**config.mk**
```make
export PLATFORM = sky130hd
export DESIGN_NAME = mdu_seq
export DESIGN_NICKNAME = d
export VERILOG_FILES = /design/src/rtl/mdu_seq.sv
export SDC_FILE = /design/constraint.sdc
export NUM_CORES = 1
export LEC_CHECK = 0
export CAP_MARGIN = 20
export CELL_PAD_IN_SITES_DETAIL_PLACEMENT = 0
export CELL_PAD_IN_SITES_GLOBAL_PLACEMENT = 1
export CORE_ASPECT_RATIO = 2
export CORE_MARGIN = 4
export CORE_UTILIZATION = 43
export CTS_CLUSTER_DIAMETER = 100
export CTS_CLUSTER_SIZE = 40
export DETAILED_ROUTE_END_ITERATION = 6
export GPL_ROUTABILITY_DRIVEN = 0
export MAX_ROUTING_LAYER = met4
export PLACE_DENSITY_LB_ADDON = 0.05
export SKIP_CTS_REPAIR_TIMING = 1
export SYNTH_ARGS = -nofsm -noshare
export SYNTH_HDL_FRONTEND = slang
export SYNTH_SLANG_ARGS = --single-unit
```
**constraint.sdc**
```tcl
create_clock -name clk -period 4.8 [get_ports clk]
set_input_delay 0.96 -clock clk [delete_from_list [all_inputs] [get_ports clk]]
set_output_delay 0.96 -clock clk [all_outputs]
set_load 0.02 [all_outputs]
```
**src/rtl/mdu_seq.sv**
```systemverilog
// mdu_seq: iterative multiply/divide sequencer that owns the HI/LO registers.
// It runs mult/multu as radix-2 shift-add and div/divu as restoring
// shift-subtract, producing one bit per RUN cycle.
// Optional feature macro: MDU_EARLY_OUT_EN. When it is defined, a multiply
// leaves RUN as soon as the remaining multiplier bits are all zero.
module mdu_seq #(
    parameter int WIDTH = 32
) (
    input  logic             clk,
    input  logic             rst,
    input  logic             start,
    input  logic [1:0]       op,
    input  logic [WIDTH-1:0] a,
    input  logic [WIDTH-1:0] b,
    input  logic             hi_we,
    input  logic             lo_we,
    input  logic [WIDTH-1:0] wdata,
    output logic             busy,
    output logic             done,
    output logic [WIDTH-1:0] hi,
    output logic [WIDTH-1:0] lo
);
    localparam int CW = $clog2(WIDTH);

    typedef enum logic [1:0] {IDLE, RUN, FIX, DONE} state_t;

    state_t             state, state_nxt;
    logic [CW-1:0]      cnt;
    logic [2*WIDTH-1:0] acc, acc_nxt, prod;   // {hi half, lo half} working register
    logic [WIDTH-1:0]   opnd;                 // multiplicand or divisor magnitude
    logic               is_div, sgn_q, sgn_r;
    logic               launch, go_fix, early;
    logic [WIDTH-1:0]   a_mag, b_mag, res_hi, res_lo;
    logic [WIDTH:0]     sum, rsh, diff;

    // A start is only accepted while the sequencer is idle or finishing.
    assign launch = start && (state == IDLE || state == DONE);
    // Signed ops work on magnitudes; the signs are reapplied in FIX.
    assign a_mag  = (op[0] && a[WIDTH-1]) ? -a : a;
    assign b_mag  = (op[0] && b[WIDTH-1]) ? -b : b;

    // Launches that need no iteration go straight to FIX.
`ifdef MDU_EARLY_OUT_EN
    assign go_fix = (b == '0);
`else
    assign go_fix = op[1] && (b == '0);
`endif

    // State register.
    always_ff @(posedge clk) begin
        if (rst) state <= IDLE;
        else     state <= state_nxt;
    end

    // Next-state logic.
    always_comb begin
        state_nxt = state;
        case (state)
            IDLE, DONE: state_nxt = launch ? (go_fix ? FIX : RUN) : IDLE;
            RUN:        if (cnt == '0 || early) state_nxt = FIX;
            FIX:        state_nxt = DONE;
            default:    state_nxt = IDLE;
        endcase
    end

    // Status outputs are decoded from the state.
    always_comb begin
        busy = (state == RUN) || (state == FIX);
        done = (state == DONE);
    end

    // One iteration step and the sign-corrected result.
    always_comb begin
        sum  = {1'b0, acc[2*WIDTH-1:WIDTH]} + {1'b0, opnd};
        rsh  = {acc[2*WIDTH-1:WIDTH], acc[WIDTH-1]};
        diff = rsh - {1'b0, opnd};
        if (is_div)
            acc_nxt = diff[WIDTH] ? {rsh[WIDTH-1:0], acc[WIDTH-2:0], 1'b0}
                                  : {diff[WIDTH-1:0], acc[WIDTH-2:0], 1'b1};
        else
            acc_nxt = acc[0] ? {sum, acc[WIDTH-1:1]} : {1'b0, acc[2*WIDTH-1:1]};
        early = 1'b0;
        prod  = acc;
`ifdef MDU_EARLY_OUT_EN
        // cnt low bits of acc_nxt are the multiplier bits not yet consumed.
        early = !is_div && ((acc_nxt[WIDTH-1:0] & ~({WIDTH{1'b1}} << cnt)) == '0);
        // cnt holds the skipped shifts (zero after a full-length run).
        prod  = acc >> cnt;
`endif
        if (sgn_q) prod = -prod;
        if (is_div) begin
            res_lo = sgn_q ? -acc[WIDTH-1:0] : acc[WIDTH-1:0];
            res_hi = sgn_r ? -acc[2*WIDTH-1:WIDTH] : acc[2*WIDTH-1:WIDTH];
        end else begin
            res_lo = prod[WIDTH-1:0];
            res_hi = prod[2*WIDTH-1:WIDTH];
        end
    end

    // Operand latch at launch, then one iteration per RUN cycle.
    always_ff @(posedge clk) begin
        if (rst) begin
            cnt    <= '0;
            acc    <= '0;
            opnd   <= '0;
            is_div <= 1'b0;
            sgn_q  <= 1'b0;
            sgn_r  <= 1'b0;
        end else if (launch) begin
            cnt    <= CW'(WIDTH - 1);
            is_div <= op[1];
            opnd   <= op[1] ? b_mag : a_mag;
            if (op[1] && b == '0) begin
                // Divide by zero: hi = raw dividend, lo = all ones, no sign fix.
                acc   <= {a, {WIDTH{1'b1}}};
                sgn_q <= 1'b0;
                sgn_r <= 1'b0;
            end else begin
                acc   <= {{WIDTH{1'b0}}, (op[1] ? a_mag : b_mag)};
                sgn_q <= op[0] && (a[WIDTH-1] ^ b[WIDTH-1]);
                sgn_r <= op[0] && op[1] && a[WIDTH-1];
            end
        end else if (state == RUN) begin
            acc <= acc_nxt;
            if (state_nxt == RUN) cnt <= cnt - CW'(1);
        end
    end

    // HI/LO: the result is written in FIX; mthi/mtlo only apply while not busy.
    always_ff @(posedge clk) begin
        if (rst) begin
            hi <= '0;
            lo <= '0;
        end else if (state == FIX) begin
            hi <= res_hi;
            lo <= res_lo;
        end else if (state == IDLE || state == DONE) begin
            if (hi_we) hi <= wdata;
            if (lo_we) lo <= wdata;
        end
    end
endmodule

```
### Word level (Yosys, flattened, before mapping)

Cells that the tools add are included.

| cells by class | value |
|---|---|
| bitwise gates (word level) | 1 |
| mux-type cells | 30 |
| add/subtract/negate cells | 8 |
| reductions and logical operators | 21 |
| eq/ne operators | 4 |

Operators by type and width:

| kind | number |
|---|---|
| 32-bit two-way mux | 14 |
| 64-bit two-way mux | 7 |
| 32-bit negator | 4 |
| 64-bit negator | 1 |
| 32-bit by 32-bit adder with 33-bit output | 1 |
| 33-bit by 32-bit subtractor with 33-bit output | 1 |
| 32-bit logical NOT | 1 |
| 5-bit two-way mux | 3 |
| 2-bit nonzero test | 5 |
| 1-bit logical AND | 7 |
| 2-bit two-way mux | 3 |
| 2-bit one-hot mux with 3 select lines | 1 |
| 2-bit AND reduction | 3 |
| 5-bit logical NOT | 1 |
| 5-bit by 1-bit subtractor with 5-bit output, second input constant | 1 |
| 2-bit by 1-bit == test with 1-bit output, second input constant | 2 |
| 2-bit == test, second input constant | 2 |
| 2-bit logical NOT | 1 |
| 1-bit logical OR | 2 |
| 1-bit two-way mux | 2 |
| 2-bit OR reduction | 1 |
| 1-bit bitwise XOR | 1 |

| word-level totals | value |
|---|---|
| bits in registers | 170 |
| logic and storage cells | 73 |

### Depth between registers and ports, before layout

Gate-level depths: netlist of run 1.

| depth | value |
|---|---|
| depth after elaboration | 9 |
| mapped depth | 14 |
| depth with buffers taken out | 12 |

### Worst setup path after synthesis of run 1

OpenSTA, ideal clock, no wires.

| timing path | value |
|---|---|
| kind | input -> register |
| from | in b[4] |
| to | reg opnd[15] |
| arrival time | 3.327 ns |
| data required time | 4.730 ns |
| path slack | 1.402 ns |
| setup time | 0.070 ns |
| stages | 8 |
| path buffers | 1 |
| cell sequence | or4_1 -> or4b_2 -> clkbuf_1 -> o41ai_1 -> xnor2_1 -> nor2_1 -> or3_1 -> a21oi_1 |

| between the ends | value |
|---|---|
| word-level cells in the longest chain between the ends | 3 |

Ends and longest elaborated chain:

| element | RTL line | source |
|---|---|---|
| start, declared | 14 | `input logic [WIDTH-1:0] b,` |
| 32-bit negator | 40 | `assign b_mag = (op[0] && b[WIDTH-1]) ? -b : b;` |
| 32-bit two-way mux | 40 |  |
| 32-bit two-way mux | 112 | `opnd <= op[1] ? b_mag : a_mag;` |
| end signal, assigned | 112 |  |
| end, declared | 30 | `logic [WIDTH-1:0] opnd;` |

Every way passes these cells.
A chain may end at the register's enable or synchronous reset.

### Worst setup path after layout of run 1

| timing path | value |
|---|---|
| from | reg acc[31] |
| to | reg acc[52] |

| between the ends | value |
|---|---|
| word-level cells in the longest chain between the ends | 5 |

Ends and longest elaborated chain:

| element | RTL line | source |
|---|---|---|
| start, declared | 29 | `logic [2*WIDTH-1:0] acc, acc_nxt, prod;` |
| start signal, assigned | 115 | `acc <= {a, {WIDTH{1'b1}}};` |
| start signal, assigned | 119 | `acc <= {{WIDTH{1'b0}}, (op[1] ? a_mag : b_mag)};` |
| start signal, assigned | 124 | `acc <= acc_nxt;` |
| 33-bit by 32-bit subtractor with 33-bit output | 76 | `diff = rsh - {1'b0, opnd};` |
| 64-bit two-way mux | 78 | `acc_nxt = diff[WIDTH] ? {rsh[WIDTH-1:0], acc[WIDTH-2:0], 1'b0}` |
| 64-bit two-way mux | 77 | `if (is_div)` |
| 64-bit two-way mux | 123 | `end else if (state == RUN) begin` |
| 64-bit two-way mux | 109 | `end else if (launch) begin` |

Every way passes these cells. The select of a mux whose other input is x is not followed.

==> flow_summary.ini, run 1 <==
[cts]
clkLatencyLatePin_ns = 0.47
clock_path_buffers = 2
cts_tree = built
cts_root_buffer = clkbuf_16
clk_pin_slew_worst_paths_ns = 0.08
cts_buffers = 17
cts-htree-levels = 4
clock-sinks = 170

[timing]
tightest_slew_ns = 1.36
fmax_mhz = 249
fin_crit_sh_pct = 83.6
fin_crit_ns = 4.01
drv_slew = 0
finalSetupTns_ns = 0
setup_viol = 0
finalClockSkew_ns = 0.0167
hold_viol = 0
rsz0062_at_grt = false
slew_headroom_pct = 9.64

[global_route]
grt_pass1_vias = 15900
antenna_found_initial = 1
grt_pass1_wl_mm = 102
grtUsageTotal_pct = 36.8
grt-ovfl-total = 0
grt_max_degree = 72

[pwr]
p_total_w = 0.00535
p_int_w = 0.00306
power_density_mw_per_mm2 = 297
p_comb_share_pct = 41.2
power_switching_w = 0.00228
switching_share_pct = 42.7
peakVddDrop_uv = 293
seqPwrFrac_pct = 31.6
pwr-share-clk_pct = 27.2
leakage_nw = 6.91

[setup_path]
crit_type = reg2reg
ff2ff_path_depth = 14
r2r_end = acc[52]
cp_max_fo = 17
reg2reg_slack_ns = 0.79
reg2reg_from = acc[31]
cp-start-kind = flop
worst_ep_arrival_time_ns = 4.29
cp.required_ns = 5.08
crit_path_end_kind = flop

[yosys]
synth_top_area_cell = dfxtp_1
syn_inst = 2074
ys_types = 83
ys_seq_area_share_pct = 22.4
synth_flop_cell = dfxtp_1
synth_warnings = 0
synth_most_common_cell = nor2_1
synthTopCellsByArea = dfxtp_1 22%, a21oi_1 6.8%, nor2_1 6.5%
synthTopCellsByCount = 265 x nor2_1, 208 x a21oi_1, 186 x nand2_1, 170 x dfxtp_1, 120 x clkbuf_1
synthArstFlopShare_pct = 0
synth_edf_count = 0
netlist_area_sq_mm = 0.0152
yosys.area.top_type_share_pct = 22.4
synth_nets = 2252
synth.avg_cell_area_sq_um = 7.34
ys_seq_elements = 170

[floorplanning]
die_x_microns = 141
pin_count = 169
initial_core_util_pct = 43.5
die-area_sq_mm = 0.0386
core_sq_mm = 0.0350
rows = 97
die_y_microns = 274

[worst_hold_path]
hold_start = lo[29]
hp-class = reg2reg
min_to = lo[29]
hold_depth = 2

[placement]
io_buffers = 168
dp_hpwl_mm = 55.3

[routing]
avgViaCountPerCell = 6.43
post_drt_wl_per_cell_microns = 27.2
drtIter0Drc = 1360
met1_length_mm = 23.8
drc = 0
top_layer_used = met4
dr_wl_met2_mm = 35.1
drt_first_pass_iters = 6
met3_length_mm = 4.11
routed_wl_mm = 71.5
routed-via-count = 16900
ant_nets = 0

[finish]
antennaDiodeCount = 0
layout-drive-gt1-share_pct = 6.64
layout.nets = 2350
fillers = 3563
area_growth_pct = 18.2
seqCellArea_sq_mm = 0.00340
multi_input_area_sq_mm = 0.0110

[run]
drv_cap = 0

[status]
outcome = complete, no violations
==> critical path: stages (launching register included) <==
cell	delay, ns
dfxtp_1	0.37
inv_1	0.10
ha_1	0.29
fa_1	0.47
nand2b_1	0.21
a21oi_1	0.25
o21ai_0	0.23
o21ai_1	0.20
buf_4	0.17
a41oi_2	0.22
xnor2_4	0.33
buf_4	0.32
mux2_2	0.36
a21oi_1	0.14
o22ai_1	0.16
==> through the flow <==
stage          worst slack, ns  util [%]  instance area (sq um)  cells  hold WS (ns)
3_3_place_gp             0.535      49.7                  17400   2597         0.466
4_1_cts                  0.865      51.5                  18000   2630         0.498
3_5_place_dp             0.460      49.7                  17400   2598         0.479
5_1_grt                  0.586      51.5                  18000   2630         0.522
6_report                 0.787      51.5                  18000   2630         0.494
2_1_floorplan             1.40         -                  15200   2074         0.449
==> routing by layer <==
metal	vias to the layer above	GRT usage (%)
met5	-	-
met4	0	34.0
met3	329	3.63
met2	844	62.6
met1	7971	36.4
li1	7775	-
==> power groups by stage <==
stage / Combinational (W) / Clock [W] / Sequential, W
finish: 0.00220 / 0.00145 / 0.00169
global route: 0.00236 / 0.00151 / 0.00170
CTS: 0.00214 / 0.00147 / 0.00168
detailed placement: 0.00213 / 0 / 0.00172
global placement: 0.00211 / 0 / 0.00171
floorplan: 0.00134 / 0 / 0.00167
==> worst max-delay path by stage <==
stage | startpoint | end | slack (ns) | depth (start not counted)
6_report | acc[31] | acc[52] | 0.79 | 14
5_1_grt | acc[31] | acc[52] | 0.59 | 14
3_3_place_gp | a[7] | acc[31] | 0.53 | 10
2_1_floorplan | b[4] | opnd[15] | 1.40 | 8
4_1_cts | acc[31] | acc[52] | 0.86 | 14
3_5_place_dp | b[12] | acc[44] | 0.46 | 11
==> cell usage in the layout, fill, tap and decap left out, types with 45 or more instances in the layout <==
cell type,n
nor2_1,264
a21oi_1,208
nand2_1,185
dfxtp_1,169
clkdlybuf4s50_1,166
o21ai_0,110
xor2_1,109
a211oi_1,93
mux2i_1,80
ha_1,71
xnor2_1,67
inv_1,65
buf_4,65
o211ai_1,48
nor3_1,45
==> registers in the layout (all words and copies together), names as in the netlist, 2 cells and up <==
signal  flops
acc        64
hi         32
lo         32
opnd       32
cnt         5
state       2
==> final cells by class <==
cell class	count	share of cell area (%)
Multi-Input combinational cell	1684	61.2
Clock inverter	14	0.918
Inverter	66	1.38
Sequential cell	170	18.9
Clock buffer	18	2.44
Tap cell	445	3.09
Timing Repair Buffer	233	12.1
==> cell families after synthesis <==
family	count (synthesis)	share of synthesized area [%]
muxes	96	6.45
AOI/OAI and AO/OA	686	29.4
buffers and inverters	220	5.65
DFF	170	22.4
and+or+nand+nor	650	19.6
adders and majority gates	75	6.27
xor gates and xnor gates	177	10.2
Note: power is estimated with default switching activity, not from simulation.
==> run 2, diff against run 1 <==
==> constraint.sdc (replaced) <==
create_clock -name clk -period 4.1 [get_ports clk]
set_input_delay 0.82 -clock clk [delete_from_list [all_inputs] [get_ports clk]]
set_output_delay 0.82 -clock clk [all_outputs]
set_load 0.02 [all_outputs]
==> run 2 against run 1 <==
Effect of this change:
- cell count is 2.1% higher
- clock skew is 0.0036 ns lower
- setup slack worse by 0.74 ns
- critical path depth is 2 lower
- sequential power is 17% higher
- critical endpoint is now acc[50]
==> flow_summary.ini, run 2 (same netlist as run 1, synthesis figures left out) <==
[routing]
ant_nets = 0
post_drt_wl_per_cell_microns = 27.4
avgViaCountPerCell = 6.41
routed_wl_mm = 73.5
routed-via-count = 17200
drtIter0Drc = 1693
drt_first_pass_iters = 5
drc = 0

[setup_path]
r2r_end = acc[50]
cp-start-kind = flop
crit_type = reg2reg
ff2ff_path_depth = 12
reg2reg_from = opnd[23]
worst_ep_arrival_time_ns = 4.36
cp_max_fo = 7
crit_path_end_kind = flop
reg2reg_slack_ns = 0.05
cp.required_ns = 4.41

[finish]
multi_input_area_sq_mm = 0.0110
area_growth_pct = 21.3
layout-drive-gt1-share_pct = 9.02
layout.nets = 2405
seqCellArea_sq_mm = 0.00341
final_common_cell = nor2_1
top_register = acc
layout_common_cells = 264 x nor2_1, 208 x a21oi_1, 185 x nand2_1
largest_reg_flops = 64
fillers = 3513

[pwr]
peakVddDrop_uv = 337
seqPwrFrac_pct = 30.4
power_density_mw_per_mm2 = 352
power_switching_w = 0.00272
pwr-share-clk_pct = 28.1
switching_share_pct = 41.8
p_comb_share_pct = 41.5
p_total_w = 0.00649
leakage_nw = 7.21
p_int_w = 0.00378

[floorplanning]
pin_count = 169
die_y_microns = 274
rows = 97
initial_core_util_pct = 43.5
die_x_microns = 141
die-area_sq_mm = 0.0386
core_sq_mm = 0.0350

[timing]
hold_viol = 0
fin_crit_ns = 4.05
fmax_mhz = 247
finalSetupTns_ns = 0
tightest_slew_ns = 0.987
fin_crit_sh_pct = 98.9
slew_headroom_pct = 34.0
rsz0062_at_grt = false
finalClockSkew_ns = 0.0131
drv_slew = 0
setup_viol = 0

[worst_hold_path]
hold_depth = 2
hp-class = reg2reg
hold_start = lo[28]
min_to = lo[28]

[global_route]
grt-ovfl-total = 0
grt_max_degree = 80
grt_pass1_wl_mm = 106
grt_pass1_vias = 16400
antenna_found_initial = 1
grtUsageTotal_pct = 38.1

[placement]
dp_hpwl_mm = 56.6
io_buffers = 168

[status]
outcome = complete, no violations

[cts]
cts_buffers = 17
cts_root_buffer = clkbuf_16
cts-htree-levels = 4
cts_tree = built
clock-sinks = 170
clk_pin_slew_worst_paths_ns = 0.08
clock_path_buffers = 2
clkLatencyLatePin_ns = 0.47

[run]
drv_cap = 0
==> run 2: changes by cell type in the layout (fill, tap and decap cells not counted), sizes merged <==
cell,previous run,this run
diode,0,1
clkbuf,18,17
buf,67,122
bufinv,0,2
clkinvlp,2,1
==> run 2: critical path, stage by stage, from the launching register on <==
cell	delay, ns
dfxtp_1	0.53
inv_1	0.27
ha_1	0.45
nand2_1	0.21
nor2_1	0.08
a221oi_1	0.40
o221ai_1	0.21
a41oi_2	0.33
xnor2_4	0.17
buf_4	0.21
buf_4	0.15
o211ai_1	0.70
a211oi_1	0.16
==> run 2: stage by stage <==
stage	instances	util [%]	hold slack (ns)	worst slack (ns)	instance area, sq um
after floorplan	2074	-	0.449	0.734	15200
after global placement	2652	50.9	0.464	0.240	17800
after detailed placement	2652	50.9	0.474	0.232	17800
after CTS	2684	52.8	0.495	0.288	18400
after global routing	2685	52.8	0.513	0.0485	18500
final	2686	52.8	0.493	0.0468	18500
==> run 2: cell type report <==
cell class                      instances  share of cell area [%]
Tap cell                              445                    3.02
Antenna cell                            1                  0.0136
Multi-Input combinational cell       1684                    59.6
Clock buffer                           17                    2.30
Clock inverter                         15                    1.19
Inverter                               66                    1.34
Sequential cell                       170                    18.4
Timing Repair Buffer                  288                    14.1
==> run 2: power groups by stage <==
stage / Clock (W) / Sequential, W / Combinational, W
after floorplan: 0 / 0.00196 / 0.00157
after global placement: 0 / 0.00199 / 0.00258
after detailed placement: 0 / 0.00200 / 0.00260
after CTS: 0.00184 / 0.00196 / 0.00262
after global routing: 0.00189 / 0.00198 / 0.00289
final: 0.00183 / 0.00197 / 0.00269
==> run 2: how the worst max path moves through the flow <==
stage          depth (start not counted)  slack [ns]     start  endpoint
6_report                              12        0.05  opnd[23]   acc[50]
5_1_grt                               12        0.05  opnd[23]   acc[50]
4_1_cts                               15        0.29   acc[31]   acc[34]
3_5_place_dp                          11        0.23      a[5]   acc[31]
3_3_place_gp                          11        0.24      a[5]   acc[31]
2_1_floorplan                         13        0.73   acc[32]   acc[52]
==> run 2: layer usage <==
layer  GRT usage [%]  up-vias  wire length [microns]
li1                -     7876                      -
met1            37.3     8067                  24500
met2            64.7      906                  36000
met3            5.31      368                   4290
met4            34.3        0                   8670
met5               -        -                      0
==> run 3, diff against run 2 <==
--- a/config.mk
+++ b/config.mk
@@ -15,6 +15,7 @@
 export CTS_CLUSTER_SIZE = 40
 export DETAILED_ROUTE_END_ITERATION = 6
 export GPL_ROUTABILITY_DRIVEN = 0
+export HOLD_SLACK_MARGIN = 0.12
 export MAX_ROUTING_LAYER = met4
 export PLACE_DENSITY_LB_ADDON = 0.05
 export SKIP_CTS_REPAIR_TIMING = 1
==> results of run 3 <==
No change in the layout: final DEF, timing and power equal those of run 2.
